$ cat config.mk
export PLATFORM = sky130hd
export DESIGN_NAME = uart_pkt_parser
export DESIGN_NICKNAME = d
export VERILOG_FILES = /design/src/rtl/uart_pkt_parser.sv
export SDC_FILE = /design/constraint.sdc
export NUM_CORES = 1
export LEC_CHECK = 0
export BUFFER_PORTS_ARGS = -buffer_cell sky130_fd_sc_hd__buf_4
export CORE_MARGIN = 3
export CORE_UTILIZATION = 45
export CTS_BUF_LIST = sky130_fd_sc_hd__clkbuf_8
export DETAILED_ROUTE_END_ITERATION = 10
export GPL_ROUTABILITY_DRIVEN = 0
export PLACE_DENSITY = 0.66
export SYNTH_ARGS = -nofsm -noshare
export SYNTH_HDL_FRONTEND = slang
export SYNTH_SLANG_ARGS = --single-unit
$ cat constraint.sdc
create_clock -name clk -period 3.65 [get_ports clk]
set_input_delay 0.1825 -clock clk [delete_from_list [all_inputs] [get_ports clk]]
set_output_delay 0.1825 -clock clk [all_outputs]
set_load 0.005 [all_outputs]
$ cat src/rtl/uart_pkt_parser.sv
// Byte-stream packet framer: opcode, little-endian address, little-endian payload and an
// optional XOR checksum are assembled into one command beat on a valid/ready interface.
module uart_pkt_parser #(
  parameter int ADDR_BYTES  = 2,
  parameter int DATA_BYTES  = 4,
  parameter int CHK_EN      = 0,
  parameter int TIMEOUT_CYC = 21700,
  parameter int CNT_W       = 16
) (
  input  logic                    clk,
  input  logic                    rst_n,
  input  logic                    rx_valid,
  input  logic [7:0]              rx_data,
  output logic                    cmd_valid,
  input  logic                    cmd_ready,
  output logic [7:0]              cmd_op,
  output logic [8*ADDR_BYTES-1:0] cmd_addr,
  output logic [8*DATA_BYTES-1:0] cmd_data,
  output logic                    err_timeout,
  output logic                    err_chksum,
  output logic                    err_overrun,
  output logic                    busy,
  output logic [CNT_W-1:0]        pkt_count
);

  localparam int TO_W  = (TIMEOUT_CYC > 1) ? $clog2(TIMEOUT_CYC) : 1;
  localparam int IDX_W = 4;
  localparam logic [TO_W-1:0]  TO_LAST   = TO_W'(TIMEOUT_CYC - 1);
  localparam logic [IDX_W-1:0] ADDR_LAST = IDX_W'(ADDR_BYTES - 1);
  localparam logic [IDX_W-1:0] DATA_LAST = IDX_W'(DATA_BYTES - 1);

  typedef enum logic [2:0] {
    S_IDLE = 3'd0,
    S_ADDR = 3'd1,
    S_DATA = 3'd2,
    S_CHK  = 3'd3,
    S_HOLD = 3'd4
  } state_t;

  state_t           state;
  state_t           state_next;
  logic [TO_W-1:0]  tcnt;
  logic [IDX_W-1:0] idx;
  logic [7:0]       acc;
  logic             timed;
  logic             tout_hit;
  logic             chk_bad;
  logic             overrun;
  logic             handoff;
  logic             take_op;

  // Handshake: the command beat transfers on any edge where cmd_valid and cmd_ready are
  // both high; cmd_op/cmd_addr/cmd_data are held constant while cmd_valid is high and
  // cmd_valid never drops without a transfer.
  assign cmd_valid = (state == S_HOLD);
  assign busy      = (state != S_IDLE);

  always_comb begin
    state_next = state;
    chk_bad    = 1'b0;
    overrun    = 1'b0;
    handoff    = 1'b0;
    take_op    = 1'b0;
    timed      = (state == S_ADDR) || (state == S_DATA) || (state == S_CHK);
    // An arriving byte always beats an expiring timer.
    tout_hit   = timed && !rx_valid && (tcnt == TO_LAST);
    case (state)
      S_IDLE: begin
        if (rx_valid) begin
          take_op    = 1'b1;
          state_next = S_ADDR;
        end
      end
      S_ADDR: begin
        if (rx_valid) begin
          if (idx == ADDR_LAST) state_next = S_DATA;
        end else if (tout_hit) begin
          state_next = S_IDLE;
        end
      end
      S_DATA: begin
        if (rx_valid) begin
          if (idx == DATA_LAST) state_next = (CHK_EN != 0) ? S_CHK : S_HOLD;
        end else if (tout_hit) begin
          state_next = S_IDLE;
        end
      end
      S_CHK: begin
        if (rx_valid) begin
          if (rx_data == acc) begin
            state_next = S_HOLD;
          end else begin
            chk_bad    = 1'b1;
            state_next = S_IDLE;
          end
        end else if (tout_hit) begin
          state_next = S_IDLE;
        end
      end
      S_HOLD: begin
        if (cmd_ready) begin
          handoff = 1'b1;
          // A byte arriving on the handshake cycle opens the next packet directly.
          if (rx_valid) begin
            take_op    = 1'b1;
            state_next = S_ADDR;
          end else begin
            state_next = S_IDLE;
          end
        end else if (rx_valid) begin
          overrun = 1'b1;
        end
      end
      default: state_next = S_IDLE;
    endcase
  end

  always_ff @(posedge clk or negedge rst_n) begin
    if (!rst_n) state <= S_IDLE;
    else        state <= state_next;
  end

  always_ff @(posedge clk or negedge rst_n) begin
    if (!rst_n) begin
      tcnt        <= '0;
      idx         <= '0;
      acc         <= '0;
      cmd_op      <= '0;
      cmd_addr    <= '0;
      cmd_data    <= '0;
      err_timeout <= 1'b0;
      err_chksum  <= 1'b0;
      err_overrun <= 1'b0;
      pkt_count   <= '0;
    end else begin
      err_timeout <= tout_hit;
      err_chksum  <= chk_bad;
      err_overrun <= overrun;

      if (handoff) pkt_count <= pkt_count + CNT_W'(1);

      if (rx_valid || !timed || tout_hit) tcnt <= '0;
      else                                tcnt <= tcnt + TO_W'(1);

      // The index only ever needs clearing when the field being filled changes.
      if (state_next != state) begin
        idx <= '0;
      end else if (rx_valid && ((state == S_ADDR) || (state == S_DATA))) begin
        idx <= idx + IDX_W'(1);
      end

      if (take_op) begin
        cmd_op <= rx_data;
        acc    <= rx_data;
      end else if (rx_valid && ((state == S_ADDR) || (state == S_DATA))) begin
        acc <= acc ^ rx_data;
      end

      if (rx_valid && (state == S_ADDR)) begin
        for (int i = 0; i < ADDR_BYTES; i++) begin
          if (idx == IDX_W'(i)) cmd_addr[8*i +: 8] <= rx_data;
        end
      end

      if (rx_valid && (state == S_DATA)) begin
        for (int i = 0; i < DATA_BYTES; i++) begin
          if (idx == IDX_W'(i)) cmd_data[8*i +: 8] <= rx_data;
        end
      end
    end
  end

endmodule

==> results.json, run 1 <==
{
  "fin_crit_ns": 2.41,
  "yosys.cell_types.count": 47,
  "wl_met2_mm": 4.41,
  "yosysSeqAreaShare_pct": 56.6,
  "ios": 89,
  "dieHeight_um": 108,
  "syn_area_per_cell_um2": 12.2,
  "maxClockFrequency_ghz": 0.416,
  "core_um2": 9910,
  "critPathMaxFanout": 13,
  "ys_async_sr_fraction_pct": 100,
  "grt_max_degree": 46,
  "cts_made_buffers": 9,
  "critPathRequiredTime_ns": 3.92,
  "period_share_pct": 65.9,
  "nets": 488,
  "max_stage_delay_ns": 0.85,
  "synth_seq_cells": 105,
  "syn_nets": 399,
  "grt_pass1_wl_mm": 15.8,
  "num_antenna_cells": 0,
  "layoutNonFillerInstCount": 608,
  "clk-insertion-delay-late_ns": 0.37,
  "end_kind": "register",
  "crit_path_start_kind": "register",
  "synth_edf_count": 0,
  "syn_inst": 381,
  "portBuffers": 88,
  "arrival_ns": 2.68,
  "wire_per_inst_um": 15.6,
  "tns_ns": 0,
  "root_buffer": "clkbuf_8",
  "slew_violations": 0,
  "ys.flop_type": "dfrtp_1",
  "cp_common_cell": "a21oi_1",
  "antenna_found_initial": 0,
  "p_per_area_nw_per_um2": 631,
  "ant_nets": 0,
  "routed-wl-met3_um": 572,
  "slew-limit-headroom_pct": 30.1,
  "hold_viol": 0,
  "start_util_pct": 46.9,
  "clockBufferDepth": 2,
  "whs_ns": 0.133,
  "drt_first_pass_iters": 4,
  "area_growth_pct": 21.7,
  "dpl.cell_count": 590,
  "drive_gt1_share_pct": 37.3,
  "groute.usage.overall_pct": 17.4,
  "grt-ovfl-total": 0,
  "cts_sinks": 105,
  "cp_slowest_cell": "a21oi_1",
  "synth-warning-count": 0,
  "drt_wl_total_mm": 9.46,
  "cts_htree_levels": 3,
  "rsz0062_at_grt": "false",
  "vias": 3134,
  "hold_class": "in -> reg",
  "die_w_um": 108,
  "first_iter_violations": 152,
  "die-area_um2": 11600,
  "first_global_vias": 3163,
  "vias_per_cell": 5.15,
  "skew_ns": 0.0157,
  "maxCapViolations": 0,
  "drc": 0,
  "place_hpwl_mm": 6.71,
  "clkSlewWorstSetupHoldPaths_ns": 0.11,
  "outcome": "finished, final reports clean",
  "irDropWorstVdd_mv": 0.490,
  "path_cells": "nor3b_2 -> a21oi_1 -> nand2_1 -> a21oi_1 -> nor2_1",
  "syn-cell-area_um2": 4650,
  "top_layer": "met4",
  "fp-row-count": 36,
  "tightest_slew_ns": 1.05,
  "cts_tree": "done",
  "worstSetupPathType": "reg -> reg",
  "cts_setup_buffers": 0,
  "p_leak_nw": 2.70,
  "wl_met1_mm": 4.34,
  "setup_viol": 0
}
-- layout by cell type, fill, tap and decap left out, types with 2 or more instances in the layout --
master	netlist	final
dfrtp_1	105	105
buf_4	2	91
mux2_2	56	56
nor2_1	34	34
nand2_1	27	27
xnor2_1	20	20
xor2_1	19	19
nand3_1	14	14
a21oi_1	10	10
nor3_1	9	9
clkbuf_8	0	9
nand4_1	8	8
o22ai_1	8	8
ha_1	6	6
inv_1	5	5
nand2b_1	4	4
o21ai_0	4	4
and3_2	3	3
and4_1	3	3
and3_1	3	3
and2_2	2	2
nor2b_1	2	2
nor4_1	2	2
inv_6	0	2
inv_8	0	2
dlygate4sd3_1	0	2
-- cell type report --
| type | instances | area [um^2] |
|---|---|---|
| clock buffers | 9 | 124 |
| fillers | 894 | 4260 |
| multi-input cells | 256 | 1920 |
| repair buffers | 93 | 703 |
| well taps | 133 | 166 |
| clock inverters | 7 | 95.1 |
| flip-flops and latches | 105 | 2630 |
| inverters | 5 | 18.8 |
-- layer usage --
metal / global-route usage, % / up-vias
met1: 22.9 / 1550
li1: - / 1498
met4: 4.33 / 0
met3: 6.78 / 12
met2: 27.1 / 74
met5: 0 / -
-- state kept, by name (all words and copies together), names as in the netlist --
signal / cells
err_overrun: 1
state: 3
cmd_addr: 16
err_timeout: 1
cmd_op: 8
acc: 8
tcnt: 15
idx: 4
err_chksum: 1
pkt_count: 16
cmd_data: 32
-- report_power, final --
group          switching [mW]  total (mW)  internal, mW
registers               0.199        1.66          1.46
logic                   0.493        1.14         0.648
clock network           0.435       0.773         0.339
total                    1.13        3.57          2.44
-- path summary, 6_finish.rpt --
check,startpoint,end,slack [ns],cells after the start
setup / recovery,state[0],acc[2],1.24,5
hold / removal,rx_data[6],cmd_addr[6],0.13,2
setup reg to reg,state[0],acc[2],1.24,5
hold reg to reg,pkt_count[15],pkt_count[15],0.48,1
max in group asynchronous,rst_n,pkt_count[15],2.47,3
min in group asynchronous,rst_n,tcnt[9],0.26,2
-- per-stage QoR --
step | cell area, um^2 | total power, mW | util, % | setup WS [ns]
detailed placement | 5420 | 2.84 | 54.6 | 1.26
finish | 5650 | 3.57 | 57.1 | 1.24
floorplan | 4650 | 2.30 | - | 1.80
CTS | 5650 | 3.62 | 57.1 | 1.25
global placement | 5420 | 2.80 | 54.6 | 1.36
global route | 5650 | 3.81 | 57.1 | 0.996
-- Yosys cell counts, drive strengths merged (2+ instances only) --
| library cell | number | area share (%) |
|---|---|---|
| xnor2 | 20 | 3.8 |
| and4 | 3 | 0.57 |
| mux2 | 56 | 14 |
| nand2b | 5 | 0.73 |
| nand4 | 9 | 1.3 |
| and2 | 3 | 0.46 |
| a21oi | 10 | 1.1 |
| nand3 | 14 | 1.5 |
| ha | 6 | 1.6 |
| nor2 | 34 | 2.7 |
| nor3 | 11 | 1.5 |
| dfrtp | 105 | 57 |
| o21ai | 4 | 0.43 |
| buf | 4 | 0.81 |
| nor3b | 2 | 0.43 |
| nor2b | 2 | 0.27 |
| nand2 | 27 | 2.2 |
| clkbuf | 11 | 0.92 |
| o22ai | 8 | 1.1 |
| and3 | 6 | 0.89 |
| xor2 | 19 | 3.6 |
| nor4 | 3 | 0.73 |
| inv | 5 | 0.40 |
-- kinds of logic after synthesis --
group	after synthesis	share of synthesized area, %
multiplexers	57	13.8
XOR/XNOR	39	7.35
AND/OR/NAND/NOR	126	14.8
buffers and inverters	20	2.13
AO/OA/AOI/OAI	28	3.74
flip-flops	105	56.6
adder cells (fa/ha/maj)	6	1.62
-- worst max-delay path: cells and delay by family (launching register included) --
family           cells  cell delay [ns]
AO/OA/AOI/OAI        2             1.10
flip-flops           1             0.50
AND/OR/NAND/NOR      3             0.71
-- timing repair --
| action | CTS | global route |
|---|---|---|
| hold buffers | 2 | 0 |
| gates resized for setup | 0 | 0 |
| hold endpoints to repair | 31 | 0 |
(Power assumes the default switching activity.)
==> run 2: changes to the inputs <==
--- a/config.mk
+++ b/config.mk
@@ -5,6 +5,7 @@
 export SDC_FILE = /design/constraint.sdc
 export NUM_CORES = 1
 export LEC_CHECK = 0
+export ABC_AREA = 1
 export BUFFER_PORTS_ARGS = -buffer_cell sky130_fd_sc_hd__buf_4
 export CORE_MARGIN = 3
 export CORE_UTILIZATION = 45
==> constraint.sdc (replaced) <==
create_clock -name clk -period 2.3 [get_ports clk]
set_input_delay 0.115 -clock clk [delete_from_list [all_inputs] [get_ports clk]]
set_output_delay 0.115 -clock clk [all_outputs]
set_load 0.005 [all_outputs]
==> run 2 against run 1 <==
Against the previous run: maximum frequency increased by 28%; routed wire length grew 9.3%; critical path depth increased by 7; synthesized area is 1.6% lower; flip-flop and latch count did not move; combinational power rose by 71%; sequential power grew 63%; global-route usage rose by 1.7 points; largest cell class unchanged; cell area is 0.64% higher; first-iteration DRC count increased by 13%; setup slack lost 0.83 ns; clock skew increased by 0.0015 ns.
==> results.json, run 2 <==
{
  "hold_depth": 3,
  "post-synth-top-count-cell": "nand2_1",
  "maxCapViolations": 0,
  "place_hpwl_mm": 7.40,
  "synth-warning-count": 0,
  "grt_pass1_wl_mm": 17.2,
  "crit_path_start_kind": "register",
  "cts_tree": "done",
  "yosysTopAreaCell": "dfrtp_1",
  "yosysSeqAreaShare_pct": 57.5,
  "ys_async_sr_fraction_pct": 100,
  "first_iter_violations": 171,
  "period_share_pct": 81.9,
  "hold_class": "in -> reg",
  "vias_per_cell": 4.89,
  "drive_gt1_share_pct": 22.5,
  "mostFrequentLayoutCells": "nand2_1 (116), dfrtp_1 (105), buf_4 (93)",
  "cts.repair.resized": 0,
  "rr_startpoint": "tcnt[0]",
  "clockBufferDepth": 2,
  "grt-ovfl-total": 0,
  "syn_area_per_cell_um2": 9.24,
  "reg2reg_to": "idx[0]",
  "ios": 89,
  "irDropWorstVdd_mv": 0.598,
  "postLayoutCoreUtil_pct": 58.0,
  "portBuffers": 88,
  "drc": 0,
  "syn_nets": 513,
  "skew_ns": 0.0172,
  "fp-row-count": 36,
  "wire_per_inst_um": 14.1,
  "cts_sinks": 105,
  "arrival_ns": 2.15,
  "syn_inst": 495,
  "clk-insertion-delay-late_ns": 0.38,
  "first_global_vias": 3546,
  "yosys.cell_types.count": 28,
  "yosys-top-cells-area": "dfrtp_1 (57%), nand2_1 (9.5%), o21ai_0 (5.0%)",
  "rsz0062_at_grt": "false",
  "p_per_area_nw_per_um2": 1040,
  "layout_commonest_cell": "nand2_1",
  "drt_first_pass_iters": 6,
  "synth_edf_count": 0,
  "syn-cell-area_um2": 4570,
  "worstSetupPathType": "reg -> reg",
  "groute.usage.overall_pct": 19.2,
  "fin_crit_ns": 1.88,
  "critPathMaxFanout": 4,
  "die_w_um": 107,
  "synth_seq_cells": 105,
  "ys.flop_type": "dfrtp_1",
  "seqCellArea_um2": 2630,
  "hold_viol": 0,
  "clkSlewWorstSetupHoldPaths_ns": 0.12,
  "nets": 613,
  "slew_violations": 0,
  "p_leak_nw": 2.92,
  "setup_viol": 0,
  "num_antenna_cells": 0,
  "largest_register_ff_count": 32,
  "critPathRequiredTime_ns": 2.57,
  "rrSetupSlack_ns": 0.42,
  "slew-limit-headroom_pct": 52.9,
  "tightest_slew_ns": 0.706,
  "synth_commonest_cells": "nand2_1 (116), dfrtp_1 (105), nor2_1 (53)",
  "die-area_um2": 11400,
  "hold_end": "acc[1]",
  "reg.largest.list": "cmd_data (32), cmd_addr (16), pkt_count (16)",
  "maxClockFrequency_ghz": 0.531,
  "dieHeight_um": 107,
  "end_kind": "register",
  "start_util_pct": 46.6,
  "fillers": 878,
  "top_register": "cmd_data",
  "vias": 3588,
  "synth_top_area_share_pct": 57.5,
  "drt_wl_total_mm": 10.3,
  "cts_made_buffers": 9,
  "r2r_cells": 12,
  "root_buffer": "clkbuf_8",
  "outcome": "finished, final reports clean",
  "antenna_found_initial": 0,
  "ant_nets": 0,
  "cts_htree_levels": 3,
  "grt_max_degree": 54,
  "core_um2": 9820,
  "multi_input_area_um2": 1720,
  "tns_ns": 0,
  "area_growth_pct": 24.4,
  "min-delay-start": "rx_data[1]"
}
==> run 2: changes by cell type after synthesis, moves of 8 or more <==
cell,before,now
nor2_1,34,53
mux2_2,56,0
o22ai_1,8,0
inv_1,5,46
xnor2_1,20,12
a21oi_1,10,28
nand2_1,27,116
o21ai_0,4,46
==> run 2: cell type report <==
class / instances / share of cell area (%)
Sequential cell: 105 / 46.2
Multi-Input combinational cell: 332 / 30.3
Timing Repair Buffer: 97 / 13.1
Inverter: 50 / 3.30
Tap cell: 133 / 2.92
Clock buffer: 9 / 2.18
Clock inverter: 7 / 1.98
==> run 2: power breakdown <==
part	total (mW)	leakage, nW	switching, mW	internal, mW
Clock	1.26	0.115	0.714	0.545
Sequential	2.71	1.38	0.351	2.36
Combinational	1.95	1.43	0.993	0.956
==> run 2: what timing repair did <==
item | 4_1_cts | 5_1_grt
hold buffers | 3 | 0
endpoints found under the hold margin | 52 | 0
buffers inserted | 0 | 0
==> run 2: worst max-delay path, cell delays in order (launching register included) <==
cell     delay, ns
dfrtp_1       0.40
ha_1          0.25
inv_1         0.07
nor2_1        0.12
nand2_1       0.06
nor2_1        0.12
nand2_1       0.10
a21oi_1       0.21
nand2_1       0.08
nand3_1       0.10
a21oi_1       0.07
nand2_1       0.14
nor2_1        0.06
==> run 2: how the worst max path moves through the flow <==
stage | slack (ns) | end | from
detailed placement | 0.41 | acc[6] | state[0]
floorplan | 0.66 | idx[1] | tcnt[0]
global route | 0.19 | idx[0] | tcnt[0]
CTS | 0.41 | acc[6] | state[0]
finish | 0.42 | idx[0] | tcnt[0]
global placement | 0.43 | acc[5] | state[0]
==> run 2: per-stage QoR <==
step	instance area [um^2]	cells	setup WS [ns]	hold WS, ns	power [mW]
floorplan	4570	495	0.659	-0.181	3.68
global placement	5420	714	0.433	0.212	4.65
detailed placement	5420	714	0.411	0.218	4.70
CTS	5690	733	0.411	0.000668	5.98
global route	5690	733	0.188	0.00648	6.37
finish	5690	733	0.417	0.0124	5.92
==> run 2: kinds of logic after synthesis <==
logic type | share of synthesized area (%)
AOI/OAI and AO/OA | 9.14
xor gates and xnor gates | 5.94
adders and majority gates | 1.64
buffers and inverters | 4.84
DFF | 57.5
and+or+nand+nor | 21.0
==> run 2: routing by layer <==
metal	routed length (um)	up-vias	global-route usage, %	part of all wire (%)
met5	0	-	0	0
met1	4690	1707	25.4	45
met2	4830	82	30.3	47
met3	636	16	5.12	6.2
li1	-	1783	-	-
met4	182	0	7.12	1.8
